### config.mk
export PLATFORM = sky130hd
export DESIGN_NAME = miriscv_lsu_hs_flat
export DESIGN_NICKNAME = d
export VERILOG_FILES = /design/src/rtl/miriscv_lsu_hs_pkg.sv /design/src/rtl/miriscv_lsu_hs_if.sv /design/src/rtl/miriscv_lsu_hs_lanes.sv /design/src/rtl/miriscv_lsu_hs.sv /design/src/flat_wrapper.sv
export SDC_FILE = /design/constraint.sdc
export NUM_CORES = 1
export LEC_CHECK = 0
export CAP_MARGIN = 10
export CELL_PAD_IN_SITES_DETAIL_PLACEMENT = 1
export CELL_PAD_IN_SITES_GLOBAL_PLACEMENT = 2
export CORE_UTILIZATION = 25
export CTS_BUF_LIST = sky130_fd_sc_hd__clkbuf_8
export CTS_CLUSTER_SIZE = 24
export DETAILED_ROUTE_END_ITERATION = 16
export MAX_ROUTING_LAYER = met4
export PLACE_DENSITY = 0.93
export SLEW_MARGIN = 20
export SYNTH_ARGS = -nofsm -noshare
export SYNTH_HDL_FRONTEND = slang
export SYNTH_SLANG_ARGS = --single-unit
### constraint.sdc
create_clock -name clk_i -period 2.6 [get_ports clk_i]
set_clock_uncertainty 0.15 [all_clocks]
set_input_delay 0.78 -clock clk_i [delete_from_list [all_inputs] [get_ports clk_i]]
set_output_delay 0.78 -clock clk_i [all_outputs]
set_load 0.005 [all_outputs]
### src/rtl/miriscv_lsu_hs_pkg.sv
`default_nettype none
// ============================================================================
// Module  : miriscv_lsu_hs_pkg
// Brief   : Load/store size codes, LSU state encoding and small helpers
//           shared by the handshaked LSU and its lane logic.
// Revision: 1.0 - initial release
// ============================================================================
package miriscv_lsu_hs_pkg;

  // Access size codes (funct3 encoding of RISC-V loads/stores)
  localparam logic [2:0] LDST_B  = 3'b000;
  localparam logic [2:0] LDST_H  = 3'b001;
  localparam logic [2:0] LDST_W  = 3'b010;
  localparam logic [2:0] LDST_BU = 3'b100;
  localparam logic [2:0] LDST_HU = 3'b101;

  typedef enum logic [1:0] {
    IDLE = 2'd0,
    REQ  = 2'd1,
    WAIT = 2'd2,
    DONE = 2'd3
  } lsu_state_t;

  // Size codes 3'b011, 3'b110 and 3'b111 have no meaning for this LSU
  function automatic logic size_legal(input logic [2:0] size);
    case (size)
      LDST_B, LDST_H, LDST_W, LDST_BU, LDST_HU: return 1'b1;
      default:                                  return 1'b0;
    endcase
  endfunction

  // Offset actually used inside the word: bits below the access size dropped
  function automatic logic [1:0] align_off(input logic [2:0] size, input logic [1:0] off);
    case (size)
      LDST_H, LDST_HU: return {off[1], 1'b0};
      LDST_W:          return 2'b00;
      default:         return off;
    endcase
  endfunction

  function automatic logic is_misaligned(input logic [2:0] size, input logic [1:0] off);
    case (size)
      LDST_H, LDST_HU: return off[0];
      LDST_W:          return (off != 2'b00);
      default:         return 1'b0;
    endcase
  endfunction

endpackage
`default_nettype wire

### src/rtl/miriscv_lsu_hs_if.sv
`default_nettype none
// ============================================================================
// Module  : miriscv_lsu_hs_core_if / miriscv_lsu_hs_mem_if
// Brief   : Core-to-LSU request/stall interface and LSU-to-memory
//           req/gnt/rvalid bus interface.
// Revision: 1.0 - initial release
// ============================================================================
interface miriscv_lsu_hs_core_if #(
  parameter int ADDR_W = 32
);
  logic              lsu_req;
  logic              lsu_we;
  logic [2:0]        lsu_size;
  logic [ADDR_W-1:0] lsu_addr;
  logic [31:0]       lsu_wdata;
  logic [31:0]       lsu_data;
  logic              lsu_err;
  logic              lsu_misalign;
  logic              core_stall;

  // The core issues requests
  modport master (
    output lsu_req, lsu_we, lsu_size, lsu_addr, lsu_wdata,
    input  lsu_data, lsu_err, lsu_misalign, core_stall
  );

  // The LSU serves them
  modport slave (
    input  lsu_req, lsu_we, lsu_size, lsu_addr, lsu_wdata,
    output lsu_data, lsu_err, lsu_misalign, core_stall
  );
endinterface

interface miriscv_lsu_hs_mem_if #(
  parameter int ADDR_W = 32
);
  logic              data_req;
  logic              data_gnt;
  logic              data_we;
  logic [3:0]        data_be;
  logic [ADDR_W-1:0] data_addr;
  logic [31:0]       data_wdata;
  logic              data_rvalid;
  logic [31:0]       data_rdata;

  // The LSU drives the bus
  modport master (
    output data_req, data_we, data_be, data_addr, data_wdata,
    input  data_gnt, data_rvalid, data_rdata
  );

  // The data memory answers
  modport slave (
    input  data_req, data_we, data_be, data_addr, data_wdata,
    output data_gnt, data_rvalid, data_rdata
  );
endinterface
`default_nettype wire

### src/rtl/miriscv_lsu_hs_lanes.sv
`default_nettype none
// ============================================================================
// Module  : miriscv_lsu_hs_lanes
// Brief   : Combinational byte-enable / store-data replication for requests
//           and lane select with sign/zero extension for load responses.
// Revision: 1.0 - initial release
// ============================================================================
module miriscv_lsu_hs_lanes
  import miriscv_lsu_hs_pkg::*;
(
  input  logic [2:0]  req_size,
  input  logic [1:0]  req_off,
  input  logic        req_we,
  input  logic [31:0] req_wdata,
  output logic [3:0]  req_be,
  output logic [31:0] req_wdata_rep,
  input  logic [2:0]  rsp_size,
  input  logic [1:0]  rsp_off,
  input  logic [31:0] rsp_rdata,
  output logic [31:0] rsp_data
);

  logic [7:0]  rsp_byte;
  logic [15:0] rsp_half;

  // Request side: stores enable only their lanes, loads always read a full word
  always_comb begin
    req_be        = 4'b1111;
    req_wdata_rep = req_wdata;
    case (req_size)
      LDST_B, LDST_BU: begin
        req_be        = 4'b0001 << req_off;
        req_wdata_rep = {4{req_wdata[7:0]}};
      end
      LDST_H, LDST_HU: begin
        req_be        = req_off[1] ? 4'b1100 : 4'b0011;
        req_wdata_rep = {2{req_wdata[15:0]}};
      end
      default: begin
        req_be        = 4'b1111;
        req_wdata_rep = req_wdata;
      end
    endcase
    if (!req_we) req_be = 4'b1111;
  end

  // Response side: pick the addressed lane and extend it to 32 bits
  always_comb begin
    case (rsp_off)
      2'd0:    rsp_byte = rsp_rdata[7:0];
      2'd1:    rsp_byte = rsp_rdata[15:8];
      2'd2:    rsp_byte = rsp_rdata[23:16];
      default: rsp_byte = rsp_rdata[31:24];
    endcase
    rsp_half = rsp_off[1] ? rsp_rdata[31:16] : rsp_rdata[15:0];
    case (rsp_size)
      LDST_B:  rsp_data = {{24{rsp_byte[7]}}, rsp_byte};
      LDST_BU: rsp_data = {24'd0, rsp_byte};
      LDST_H:  rsp_data = {{16{rsp_half[15]}}, rsp_half};
      LDST_HU: rsp_data = {16'd0, rsp_half};
      default: rsp_data = rsp_rdata;
    endcase
  end

endmodule
`default_nettype wire

### src/rtl/miriscv_lsu_hs.sv
`default_nettype none
// ============================================================================
// Module  : miriscv_lsu_hs
// Brief   : Handshaked multi-cycle load/store unit. Latches one core request,
//           runs a req/gnt/rvalid memory transaction, stalls the core until
//           the result is ready, with bus timeout and illegal-size errors.
//           Optional macro LSU_MISALIGN_TRAP_EN: misaligned H/W accesses are
//           reported on lsu_misalign instead of being forced aligned.
// Revision: 1.0 - initial release
// ============================================================================
module miriscv_lsu_hs
  import miriscv_lsu_hs_pkg::*;
#(
  parameter int ADDR_W      = 32,
  parameter int TIMEOUT_CYC = 64
) (
  input  logic                  clk_i,
  input  logic                  arstn_i,
  miriscv_lsu_hs_core_if.slave  core,
  miriscv_lsu_hs_mem_if.master  mem
);

  localparam logic [1:0] ST_IDLE = IDLE;
  localparam logic [1:0] ST_REQ  = REQ;
  localparam logic [1:0] ST_WAIT = WAIT;
  localparam logic [1:0] ST_DONE = DONE;

  // Counter holds cycles already spent in REQ/WAIT; last legal value is TIMEOUT_CYC-1
  localparam int              CNT_W    = (TIMEOUT_CYC > 1) ? $clog2(TIMEOUT_CYC) : 1;
  localparam logic [CNT_W-1:0] CNT_LAST = CNT_W'((TIMEOUT_CYC > 0) ? TIMEOUT_CYC - 1 : 0);

  logic [1:0]        state;
  logic [CNT_W-1:0]  cnt;
  logic [2:0]        acc_size;
  logic [1:0]        acc_off;
  logic [31:0]       data_q;
  logic              err_q;
  logic              misalign_q;
  logic              req_q;
  logic              we_q;
  logic [3:0]        be_q;
  logic [ADDR_W-1:0] addr_q;
  logic [31:0]       wdata_q;

  logic [1:0]        off_eff;
  logic              misalign;
  logic              timeout;
  logic [3:0]        be_new;
  logic [31:0]       wdata_new;
  logic [31:0]       load_data;

  assign off_eff = align_off(core.lsu_size, core.lsu_addr[1:0]);

`ifdef LSU_MISALIGN_TRAP_EN
  assign misalign = is_misaligned(core.lsu_size, core.lsu_addr[1:0]);
`else
  assign misalign = 1'b0;
`endif

  assign timeout = (TIMEOUT_CYC > 0) && (cnt == CNT_LAST);

  miriscv_lsu_hs_lanes u_lanes (
    .req_size      (core.lsu_size),
    .req_off       (off_eff),
    .req_we        (core.lsu_we),
    .req_wdata     (core.lsu_wdata),
    .req_be        (be_new),
    .req_wdata_rep (wdata_new),
    .rsp_size      (acc_size),
    .rsp_off       (acc_off),
    .rsp_rdata     (mem.data_rdata),
    .rsp_data      (load_data)
  );

  // Transaction FSM with its registered bus and result outputs
  always_ff @(posedge clk_i) begin
    if (!arstn_i) begin
      state      <= ST_IDLE;
      cnt        <= '0;
      acc_size   <= LDST_W;
      acc_off    <= 2'b00;
      data_q     <= 32'd0;
      err_q      <= 1'b0;
      misalign_q <= 1'b0;
      req_q      <= 1'b0;
      we_q       <= 1'b0;
      be_q       <= 4'd0;
      addr_q     <= '0;
      wdata_q    <= 32'd0;
    end else begin
      case (state)
        ST_IDLE: begin
          cnt <= '0;
          if (core.lsu_req) begin
            err_q      <= 1'b0;
            misalign_q <= 1'b0;
            acc_size   <= core.lsu_size;
            acc_off    <= off_eff;
            we_q       <= core.lsu_we;
            be_q       <= be_new;
            addr_q     <= {core.lsu_addr[ADDR_W-1:2], 2'b00};
            wdata_q    <= wdata_new;
            if (!size_legal(core.lsu_size)) begin
              err_q <= 1'b1;
              state <= ST_DONE;
            end else if (misalign) begin
              misalign_q <= 1'b1;
              state      <= ST_DONE;
            end else begin
              req_q <= 1'b1;
              state <= ST_REQ;
            end
          end
        end
        ST_REQ: begin
          cnt <= cnt + CNT_W'(1);
          if (timeout) begin
            req_q  <= 1'b0;
            err_q  <= 1'b1;
            data_q <= 32'd0;
            state  <= ST_DONE;
          end else if (mem.data_gnt) begin
            req_q <= 1'b0;
            state <= ST_WAIT;
          end
        end
        ST_WAIT: begin
          cnt <= cnt + CNT_W'(1);
          // A response on the last allowed cycle still completes normally
          if (mem.data_rvalid) begin
            if (!we_q) data_q <= load_data;
            state <= ST_DONE;
          end else if (timeout) begin
            err_q  <= 1'b1;
            data_q <= 32'd0;
            state  <= ST_DONE;
          end
        end
        default: begin
          cnt   <= '0;
          state <= ST_IDLE;
        end
      endcase
    end
  end

  assign core.core_stall   = core.lsu_req & (state != ST_DONE);
  assign core.lsu_data     = data_q;
  assign core.lsu_err      = err_q;
  assign core.lsu_misalign = misalign_q;

  assign mem.data_req   = req_q;
  assign mem.data_we    = we_q;
  assign mem.data_be    = be_q;
  assign mem.data_addr  = addr_q;
  assign mem.data_wdata = wdata_q;

endmodule
`default_nettype wire

### src/flat_wrapper.sv
// flat-port wrapper written by rule: the top's interface ports become plain ports
module miriscv_lsu_hs_flat import miriscv_lsu_hs_pkg::*;
#(
  parameter int ADDR_W      = 32,
  parameter int TIMEOUT_CYC = 64
)
  (clk_i, arstn_i, core_lsu_req, core_lsu_we, core_lsu_size, core_lsu_addr, core_lsu_wdata, core_lsu_data, core_lsu_err, core_lsu_misalign, core_core_stall, mem_data_req, mem_data_we, mem_data_be, mem_data_addr, mem_data_wdata, mem_data_gnt, mem_data_rvalid, mem_data_rdata);
  miriscv_lsu_hs_core_if #(.ADDR_W(ADDR_W)) core_i ();
  miriscv_lsu_hs_mem_if #(.ADDR_W(ADDR_W)) mem_i ();
  input  logic clk_i;
  input  logic arstn_i;
  input wire logic [$bits(core_i.lsu_req)-1:0] core_lsu_req;
  input wire logic [$bits(core_i.lsu_we)-1:0] core_lsu_we;
  input wire logic [$bits(core_i.lsu_size)-1:0] core_lsu_size;
  input wire logic [$bits(core_i.lsu_addr)-1:0] core_lsu_addr;
  input wire logic [$bits(core_i.lsu_wdata)-1:0] core_lsu_wdata;
  output wire logic [$bits(core_i.lsu_data)-1:0] core_lsu_data;
  output wire logic [$bits(core_i.lsu_err)-1:0] core_lsu_err;
  output wire logic [$bits(core_i.lsu_misalign)-1:0] core_lsu_misalign;
  output wire logic [$bits(core_i.core_stall)-1:0] core_core_stall;
  output wire logic [$bits(mem_i.data_req)-1:0] mem_data_req;
  output wire logic [$bits(mem_i.data_we)-1:0] mem_data_we;
  output wire logic [$bits(mem_i.data_be)-1:0] mem_data_be;
  output wire logic [$bits(mem_i.data_addr)-1:0] mem_data_addr;
  output wire logic [$bits(mem_i.data_wdata)-1:0] mem_data_wdata;
  input wire logic [$bits(mem_i.data_gnt)-1:0] mem_data_gnt;
  input wire logic [$bits(mem_i.data_rvalid)-1:0] mem_data_rvalid;
  input wire logic [$bits(mem_i.data_rdata)-1:0] mem_data_rdata;
  assign core_i.lsu_req = core_lsu_req;
  assign core_i.lsu_we = core_lsu_we;
  assign core_i.lsu_size = core_lsu_size;
  assign core_i.lsu_addr = core_lsu_addr;
  assign core_i.lsu_wdata = core_lsu_wdata;
  assign core_lsu_data = core_i.lsu_data;
  assign core_lsu_err = core_i.lsu_err;
  assign core_lsu_misalign = core_i.lsu_misalign;
  assign core_core_stall = core_i.core_stall;
  assign mem_data_req = mem_i.data_req;
  assign mem_data_we = mem_i.data_we;
  assign mem_data_be = mem_i.data_be;
  assign mem_data_addr = mem_i.data_addr;
  assign mem_data_wdata = mem_i.data_wdata;
  assign mem_i.data_gnt = mem_data_gnt;
  assign mem_i.data_rvalid = mem_data_rvalid;
  assign mem_i.data_rdata = mem_data_rdata;
  miriscv_lsu_hs #(.ADDR_W(ADDR_W), .TIMEOUT_CYC(TIMEOUT_CYC)) u_core (.clk_i(clk_i), .arstn_i(arstn_i), .core(core_i), .mem(mem_i));
endmodule
Yosys cells after proc, flatten, opt, wreduce, memory -nomap -nowiden
Cells that the tools add are included.
Widths: inputs -> output; s select.
{ "word_totals": {"memories": 0, "latchBits": 0, "elab_cells": 83, "regBits": 114, "ram_bits": 0, "inputBits": 105, "mem_bits_ro": 0} }
{ "classes": {"multipliers": 0, "n_div": 0, "n_shift": 1, "eq_ne": 19, "add_sub_neg": 1, "n_mux": 33, "bitwise": 1, "order_cmp": 0, "n_reduce_logical": 17} }
{ "ops": {"columns": ["operator", "count"], "rows": [
  ["$pmux 32 s2", 2],
  ["$pmux 32 s4", 1],
  ["$mux 32", 3],
  ["$pmux 8 s3", 1],
  ["$mux 16", 1],
  ["$eq 3x3->1 const B", 4],
  ["$mux 1", 12],
  ["$mux 2", 6],
  ["$mux 4", 2],
  ["$pmux 4 s2", 1],
  ["$add 6x1->6 const B", 1],
  ["$eq 3x1->1 const B", 2],
  ["$eq 6x6->1 const B", 1],
  ["$logic_not 3->1", 2],
  ["$ne 2x2->1 const B", 3],
  ["$ne 3x2->1 const B", 2],
  ["$pmux 2 s3", 1],
  ["$reduce_and 2->1", 3],
  ["$reduce_and 3->1", 2],
  ["$reduce_or 2->1", 3],
  ["$reduce_or 5->1", 1],
  ["$eq 2x1->1 const B", 2],
  ["$eq 2x2->1 const B", 2],
  ["$logic_not 2->1", 2],
  ["11 further kinds", 12]
]} }

Longest topological paths before layout
Gate-level depths: netlist (run 1).
{ "depth": {"depth_word": 9, "mapped_depth": 8} }

Hierarchy
From an unflattened synthesis (run 1), not the netlist that was laid out.
{ "hier_totals": {"hier_cells": 698, "hier_area_um2": 5840.6} }
{ "modules_own_cells": {"columns": ["mod", "seq_area_each_um2", "area_per_inst_um2", "instances", "cells_each"], "rows": [
  ["miriscv_lsu_hs", 2282.2, 4588.2, 1, 528],
  ["miriscv_lsu_hs_lanes", 0.0, 1252.5, 1, 170]
]} }

Worst setup path before layout (run 1)
No wires, ideal clock.
{ "synth_path": {"path_type": "input to register", "start": "input port arstn_i", "end": "register u_core.data_q[0], in the netlist u_core.core.lsu_data[0]", "setup_slack_ps": 487, "path_buffers": 3, "cell_stages": 7, "required_time_ps": 2328, "t_arrival_ps": 1842, "cell_sequence": "buf_6 and3b_1 and2_4 buf_6 and2_4 buf_6 a221o_1"} }
{ "synth_rtl": {"columns": ["element", "line", "rtl"], "rows": [
  ["start, declared", "flat_wrapper.sv:11", "input logic arstn_i;"],
  ["end signal, assigned", "miriscv_lsu_hs.sv:131", "if (!we_q) data_q <= load_data;"],
  ["end, declared", "miriscv_lsu_hs.sv:36", "logic [31:0] data_q;"]
]} }

Worst setup path after layout (run 1)
{ "layout_path": {"start": "input port core_lsu_req", "end": "output port core_core_stall"} }
{ "layout_between": {"elab_chain_len": 1} }
{ "layout_lines": {"columns": ["element", "line", "rtl"], "rows": [
  ["start, declared", "flat_wrapper.sv:12", "input wire logic [$bits(core_i.lsu_req)-1:0] core_lsu_req;"],
  ["$and 1x1->1", "miriscv_lsu_hs.sv:147", "assign core.core_stall = core.lsu_req & (state != ST_DONE);"],
  ["end, declared", "flat_wrapper.sv:20", "output wire logic [$bits(core_i.core_stall)-1:0] core_core_stall;"]
]} }
No other way between the ends.

==> metrics.md, run 1 <==
| Metric | Value |
|---|---|
| Status | `finished, final reports clean` |
| Final net count | `slightly above 900` |
| Post-DP HPWL | `between 10000 and 15000 µm` |
| Post-synth EDFFs | `0` |
| Worst slew margin | `roughly three fifths` |
| Starting DRT DRC Count | `just under 200` |
| Final hold violations | `0` |
| Clock Path Buffers | `2` |
| FF-to-FF Start | `u_core.state[1]` |
| Clock Latency Late Sink | `430 ps` |
| Final wirelength | `between 15000 and 20000 µm` |
| Core area | `approximately 0.020 mm²` |
| Mapped Area | `around 0.0053 mm²` |
| CP Launch Point | `core_lsu_req` |
| CTS Root Cell | `clkbuf_8` |
| Min-delay worst type | `flop to flop` |
| Critical Path Max Stage Delay | `about 480 ps` |
| Total clock sinks | `between 100 and 150` |
| Yosys cell types | `50` |
| Psw | `roughly 0.0019 W` |
| Die area | `~0.022 mm²` |
| Period utilization | `a little over nine tenths` |
| Synthesis-to-finish area growth | `53.69%` |
| Family with the most delay on the worst path | `buffers and inverters` |
| Critical path endpoint | `core_core_stall` |
| Worst reg2reg endpoint | `u_core.core.lsu_data[3]` |
| Site Rows | `between 50 and 60` |
| Die extent in x | `between 100 and 150 µm` |
| Placed Cells incl. Taps | `1073` |
| Dominant cells by area after synthesis | `dfxtp_1 (43%), nand2_1 (12%), a21boi_0 (7.4%)` |
| Synth Register Bits | `114` |
| Initial antenna violation count | `0` |
| Worst EP arrival | `roughly 1600 ps` |
| Fmax | `slightly below 400 MHz` |
| Final Slew Violations | `0` |
| Sequential-to-total area share from yosys stat | `a little over two fifths` |
| Fill count | `~2400` |
| Top-count cell post-synth | `nand2_1` |
| Routed len/inst | `16.84 µm` |
| Clk slew on worst S/H paths | `70 ps` |
| I/O pin total | `210` |
| Post-DP Area | `between 0.007 and 0.008 mm²` |
| Pwr Density | `736.7 mW/mm²` |
| Worst vdd ir | `roughly 310 µV` |
| Initial core utilization | `25.78%` |
| Post-synth top area cell | `dfxtp_1` |
| Final Critical Period | `2541 ps` |
| Synthesized area per cell | `8.440 µm²` |
| DRT Pass-1 Iters | `4` |
| Comb power frac | `roughly 33%` |
| Vias in the first global route | `between 5000 and 6000` |
| Crit. End Element | `primary output` |
| Critical path depth in cells | `3` |
| Syn. warnings | `0` |
| Largest net degree at the start of global routing | `80` |
| Clock Power Share | `29.6%` |
| R2R depth | `6` |
| Die H | `between 100 and 150 µm` |
| Mapped Cells | `roughly 620` |
| N_diodes | `0` |
| Vias/cell | `roughly 4.8` |
| Slowest stage cell, crit path | `clkdlybuf4s50_1` |
| Post-synth top area share | `43.34%` |
| Startpoint types | `input pin` |
| FFs w/ async S/R, synth | `0%` |
| Sw Ratio | `~32%` |
| Layout cell share with drive strength beyond 1 | `7.674%` |
| Slew @ Worst Pin | `~600 ps` |
| Smallest hold slack | `310.8 ps` |
| CP required | `roughly 1700 ps` |
| Synth Flop Type | `dfxtp_1` |
| Internal power | `slightly above 0.004 W` |
| CTS buffer count | `17` |
| Gr usage total | `about 18%` |
| Worst Path Max Fanout | `2` |
| First-pass GRT wire length | `29100 µm` |
| Crit-path cells | `clkdlybuf4s50_1, nor2b_1, dlygate4sd2_1` |
| Post-route DRC violation count | `0` |
| Post-route design area | `~0.0081 mm²` |
| Final setup fails | `0` |
| Max-cap violations | `0` |
| Post-synth top cells | `nand2_1 (165), dfxtp_1 (114), a21boi_0 (52), o21ai_0 (30), clkbuf_1 (28)` |
| Vias | `around 5300` |
| Lkg Pwr | `between 3 and 4 nW` |
| PortBufs | `slightly above 200` |
| Routability cong. | `a little over 0.8` |
| Sequential share of power | `between 30% and 40%` |
| CTS H-tree lvls | `4` |
| RSZ-0062 raised after global routing | `no` |
| Grt ovf | `0` |
| Crit path kind | `input pin to primary output` |
| Post-Layout Cell Count | `between 1000 and 1500` |
| CTS tree | `built` |
| Post-route ant nets | `0` |
| Hold Path Origin | `u_core.cnt[0]` |
| Final setup TNS | `0 ps` |
| R2r setup slk | `390 ps` |
| Buf/Inv on CP | `2` |
layer usage:
metal  routed length, µm  global-route usage [%]  vias to the layer above
li1                    -                       -                     2570
met4                 255                   5.412                        0
met5                   0                       -                        -
met1                8325                   21.40                     2504
met2                8390                   27.48                      193
met3                1615                   6.863                       22
worst min path at each step:
| stage | end | cells past startpoint |
|---|---|---|
| floorplan | u_core.cnt[0] | 1 |
| detailed placement | u_core.cnt[0] | 1 |
| finish | u_core.cnt[0] | 1 |
| global route | u_core.cnt[0] | 1 |
| global placement | u_core.cnt[0] | 1 |
| CTS | u_core.cnt[0] | 1 |
layout make-up:
type                            count  area, µm²  share of cell area [%]
Multi-Input combinational cell    451       2696                   33.31
Clock inverter                     13      163.9                   2.025
Timing Repair Buffer              230       2336                   28.86
Clock buffer                       18      247.7                   3.061
Tap cell                          270      337.8                   4.174
Inverter                            8      30.03                  0.3710
Sequential cell                   114       2282                   28.20
timing repair:
item,in CTS,in global routing
endpoints found under the setup margin,1,0
resized for setup,1,0
hold buffers,0,0
endpoints found under the hold margin,0,0
setup buffers,0,0
worst register-to-register path, delay by kind of cell, from the launching register on:
family                     cells  cell delay, ps
and+or+nand+nor                1             120
buffers and inverters          2             280
DFF                            1             420
AOI/OAI and AO/OA              2             720
adders and majority gates      1             410
power groups by stage:
| stage | Sequential, W | Combinational [W] | Clock, W |
|---|---|---|---|
| 2_1_floorplan | 0.00225 | 0.000903 | 0 |
| 4_1_cts | 0.00223 | 0.00201 | 0.00184 |
| 5_1_grt | 0.00227 | 0.00216 | 0.00191 |
| 3_5_place_dp | 0.00227 | 0.00200 | 0 |
| 3_3_place_gp | 0.00226 | 0.00196 | 0 |
| 6_report | 0.00223 | 0.00197 | 0.00177 |
registers in the layout, summed over array words and instances, names as in the netlist:
signal / count
u_core.mem.data_req: 1
u_core.mem.data_wdata: 32
u_core.core.lsu_err: 1
u_core.acc_size: 3
u_core.cnt: 6
u_core.acc_off: 2
u_core.core.lsu_data: 32
u_core.state: 2
u_core.mem.data_be: 4
u_core.mem.data_we: 1
u_core.mem.data_addr: 30
cells by family after synthesis:
logic type      after synthesis  synth area share (%)
compound gates              179                 24.92
xor+xnor                      3                0.4990
fa+ha+maj                     6                 1.425
buf+inv                      61                 5.702
flops                       114                 43.34
mux                          21                 4.514
other cells                   1               0.07121
simple gates                239                 19.53
cell usage in the layout, fill, tap and decap left out, types with 3 or more instances in the layout:
cell / instances
a211oi_1: 7
a21boi_0: 52
a21oi_1: 15
a221o_1: 7
a22o_1: 25
and2_4: 3
buf_12: 8
buf_4: 16
bufinv_16: 3
clkbuf_8: 18
clkdlybuf4s50_1: 204
clkinvlp_4: 7
conb_1: 3
dfxtp_1: 114
ha_1: 6
inv_1: 9
mux2i_1: 17
nand2_1: 164
nand2b_1: 3
nand3_1: 18
nand4_1: 9
nor2_1: 17
nor2b_1: 12
nor3_1: 3
o2111ai_1: 3
o211a_1: 17
o211ai_1: 3
o21ai_0: 30
o21ai_1: 10
metrics by stage:
stage                     utilization (%)  setup slack [ps]  power, W
after floorplan                         -             486.6  0.003151
after global placement              37.61            -210.3  0.004217
after detailed placement            37.61            -208.9  0.004271
after CTS                           39.62             64.09  0.006077
after global routing                39.62             30.28  0.006340
final                               39.62             59.49  0.005963
Power figures use the tool's default switching activity.
==> run 2: changes to the inputs <==
--- a/config.mk
+++ b/config.mk
@@ -8,6 +8,7 @@
 export CAP_MARGIN = 10
 export CELL_PAD_IN_SITES_DETAIL_PLACEMENT = 1
 export CELL_PAD_IN_SITES_GLOBAL_PLACEMENT = 2
+export CORE_ASPECT_RATIO = 1.25
 export CORE_UTILIZATION = 25
 export CTS_BUF_LIST = sky130_fd_sc_hd__clkbuf_8
 export CTS_CLUSTER_SIZE = 24
==> run 2 against run 1 <==
Net effect: routed wire length down 2.6%; critical path type unchanged; global-route usage down 0.39 points; clock power down 12%; power down 3.1%; combinational power about the same; via count down 0.72%; utilization down 0.64 points; die area about the same; highest routed layer unchanged; cell area about the same; worst setup slack worse by 21 ps.
==> metrics.md, run 2 (synthesis gave the netlist of run 1 again) <==
| Metric | Value |
|---|---|
| Placed Cells incl. Taps | `1079 (+0.56%)` |
| Slew @ Worst Pin | `643.3 ps (+45.70 ps)` |
| Crit. End Element | `primary output` |
| Starting DRT DRC Count | `186 (-5.1%)` |
| Most frequent cells in the layout | `clkdlybuf4s50_1 (204), nand2_1 (164), dfxtp_1 (114)` |
| Final Critical Period | `2562 ps (+21.16 ps)` |
| DRT Pass-1 Iters | `4 (unchanged)` |
| Internal power | `0.003858 W (-4.3%)` |
| Vias | `5251 (-0.72%)` |
| Synthesis-to-finish area growth | `53.55% (about the same)` |
| Comb power frac | `34.4% (+1.4 points)` |
| Post-route ant nets | `0 (unchanged)` |
| PortBufs | `206 (unchanged)` |
| Startpoint types | `input pin` |
| Die H | `164.3 µm (+12%)` |
| Postcts setup bufs | `0 (unchanged)` |
| Final Slew Violations | `0 (unchanged)` |
| Site Rows | `59 (+13%)` |
| Crit path kind | `input pin to primary output` |
| Worst vdd ir | `279.7 µV (-11%)` |
| Final wirelength | `18110 µm (-2.6%)` |
| CTS buffer count | `17 (unchanged)` |
| Clk slew on worst S/H paths | `70 ps (about the same)` |
| Fmax | `390.4 MHz (-0.83%)` |
| Total power | `0.005780 W (-3.1%)` |
| RSZ-0062 raised after global routing | `no` |
| Most crowded layer after global routing | `met2` |
| Grt ovf | `0 (unchanged)` |
| Die extent in x | `131.8 µm (-10%)` |
| Worst EP arrival | `1630 ps (+20 ps)` |
| Family with the most delay on the worst path | `buffers and inverters` |
| Initial antenna violation count | `0 (unchanged)` |
| Min-delay worst type | `flop to flop` |
| Die area | `0.02165 mm² (about the same)` |
| Clock Path Buffers | `2 (unchanged)` |
| N_diodes | `0 (unchanged)` |
| Post-Layout Cell Count | `1111 (+0.63%)` |
| CP required | `1670 ps (about the same)` |
| Clock Latency Late Sink | `430 ps (about the same)` |
| Status | `finished, final reports clean` |
| Crit-path cells | `clkdlybuf4s50_1, nor2b_4, dlygate4sd2_1` |
| CTS tree | `built` |
| Core area | `0.02074 mm² (+1.5%)` |
| Routed len/inst | `16.30 µm (-3.2%)` |
| Sequential share of power | `38.6% (+1.2 points)` |
| Met2 Resource Use GR | `28.19% (+0.71 points)` |
| Buf/Inv on CP | `2 (unchanged)` |
| Lkg Pwr | `3.224 nW (+0.20%)` |
| Period utilization | `98.53% (+0.81 points)` |
| Vias/cell | `4.726 (-1.3%)` |
| I/O pin total | `210 (unchanged)` |
| Place WS | `-235.3 ps (-26.48 ps)` |
| Setup WS post-layout | `38.33 ps (-21.16 ps)` |
| Post-route DRC violation count | `0 (unchanged)` |
| Sw Ratio | `33.26% (+0.87 points)` |
| Fill count | `2387 (-0.21%)` |
| Final core utilization | `38.98% (-0.64 points)` |
| Critical Path Max Stage Delay | `490 ps (about the same)` |
| Final net count | `935 (+0.21%)` |
| Post-DP Area | `0.007716 mm² (+0.42%)` |
| CTS H-tree lvls | `4 (unchanged)` |
| Initial core utilization | `25.39% (-0.39 points)` |
| Routability cong. | `0.7848 (-2.7%)` |
| First-pass GRT wire length | `28640 µm (-1.6%)` |
| Pwr Density | `714.7 mW/mm² (-3.0%)` |
| Post-DP HPWL | `12980 µm (-3.8%)` |
| Vias in the first global route | `5355 (-1.2%)` |
| Psw | `0.001922 W (-0.48%)` |
| Post-route design area | `0.008087 mm² (about the same)` |
| Clock Power Share | `27.0% (-2.6 points)` |
| Slowest stage cell, crit path | `clkdlybuf4s50_1` |
| CTS Root Cell | `clkbuf_8` |
| Layout cell share with drive strength beyond 1 | `8.124% (+0.45 points)` |
| Commonest non-fill, non-tap cell in the layout | `clkdlybuf4s50_1` |
| Total clock sinks | `114 (unchanged)` |
| Met1 Usage GRT | `20.55% (-0.85 points)` |
| Final hold violations | `0 (unchanged)` |
| Max-cap violations | `0 (unchanged)` |
| Worst Path Max Fanout | `2 (unchanged)` |
| Gr usage total | `17.45% (-0.39 points)` |
| Final setup fails | `0 (unchanged)` |
| Largest net degree at the start of global routing | `76 (-5.0%)` |
| Grt met3 use | `5.586% (-1.3 points)` |
| Worst slew margin | `57.06% (-3.1 points)` |
[run 2: what timing repair did]
action                     CTS  global route
hold buffers                 0             0
resized for setup            1             1
setup endpoints to repair    1             1
[run 2: worst paths after layout]
check / slack [ps] / startpoint / end / cells past startpoint
worst max-delay path: 40 / core_lsu_req / core_core_stall / 3
worst min-delay path: 300 / u_core.cnt[0] / u_core.cnt[0] / 1
worst max register to register: 380 / u_core.state[0] / u_core.core.lsu_data[6] / 6
worst min register to register: 300 / u_core.cnt[0] / u_core.cnt[0] / 1
[run 2: per-layer routing]
layer | routed length (µm) | share of wire (%)
met5 | 0 | 0
met4 | 262 | 1.4
met3 | 1322 | 7.3
met2 | 8543 | 47
met1 | 7982 | 44
[run 2: power by group through the flow]
stage	Combinational, W	Clock, W	Sequential [W]
after floorplan	0.000903	0	0.00225
after global placement	0.00198	0	0.00225
after detailed placement	0.00201	0	0.00227
after CTS	0.00202	0.00163	0.00223
after global routing	0.00218	0.00171	0.00227
final	0.00199	0.00156	0.00223
[run 2: per-stage QoR]
stage          hold WS (ps)  TNS, ps
2_1_floorplan         267.9        0
3_3_place_gp          276.7   -208.8
3_5_place_dp          293.7   -244.2
4_1_cts               310.7        0
5_1_grt               337.2        0
6_report              304.2        0
[run 2: final cells by class]
cell class | count | area (µm²) | share of cell area, %
inverters | 8 | 30.03 | 0.3713
clock buffers | 18 | 247.7 | 3.064
flip-flops and latches | 114 | 2282 | 28.22
well taps | 274 | 342.8 | 4.240
clock inverters | 14 | 116.4 | 1.439
repair buffers | 232 | 2364 | 29.23
multi-input cells | 451 | 2704 | 33.44
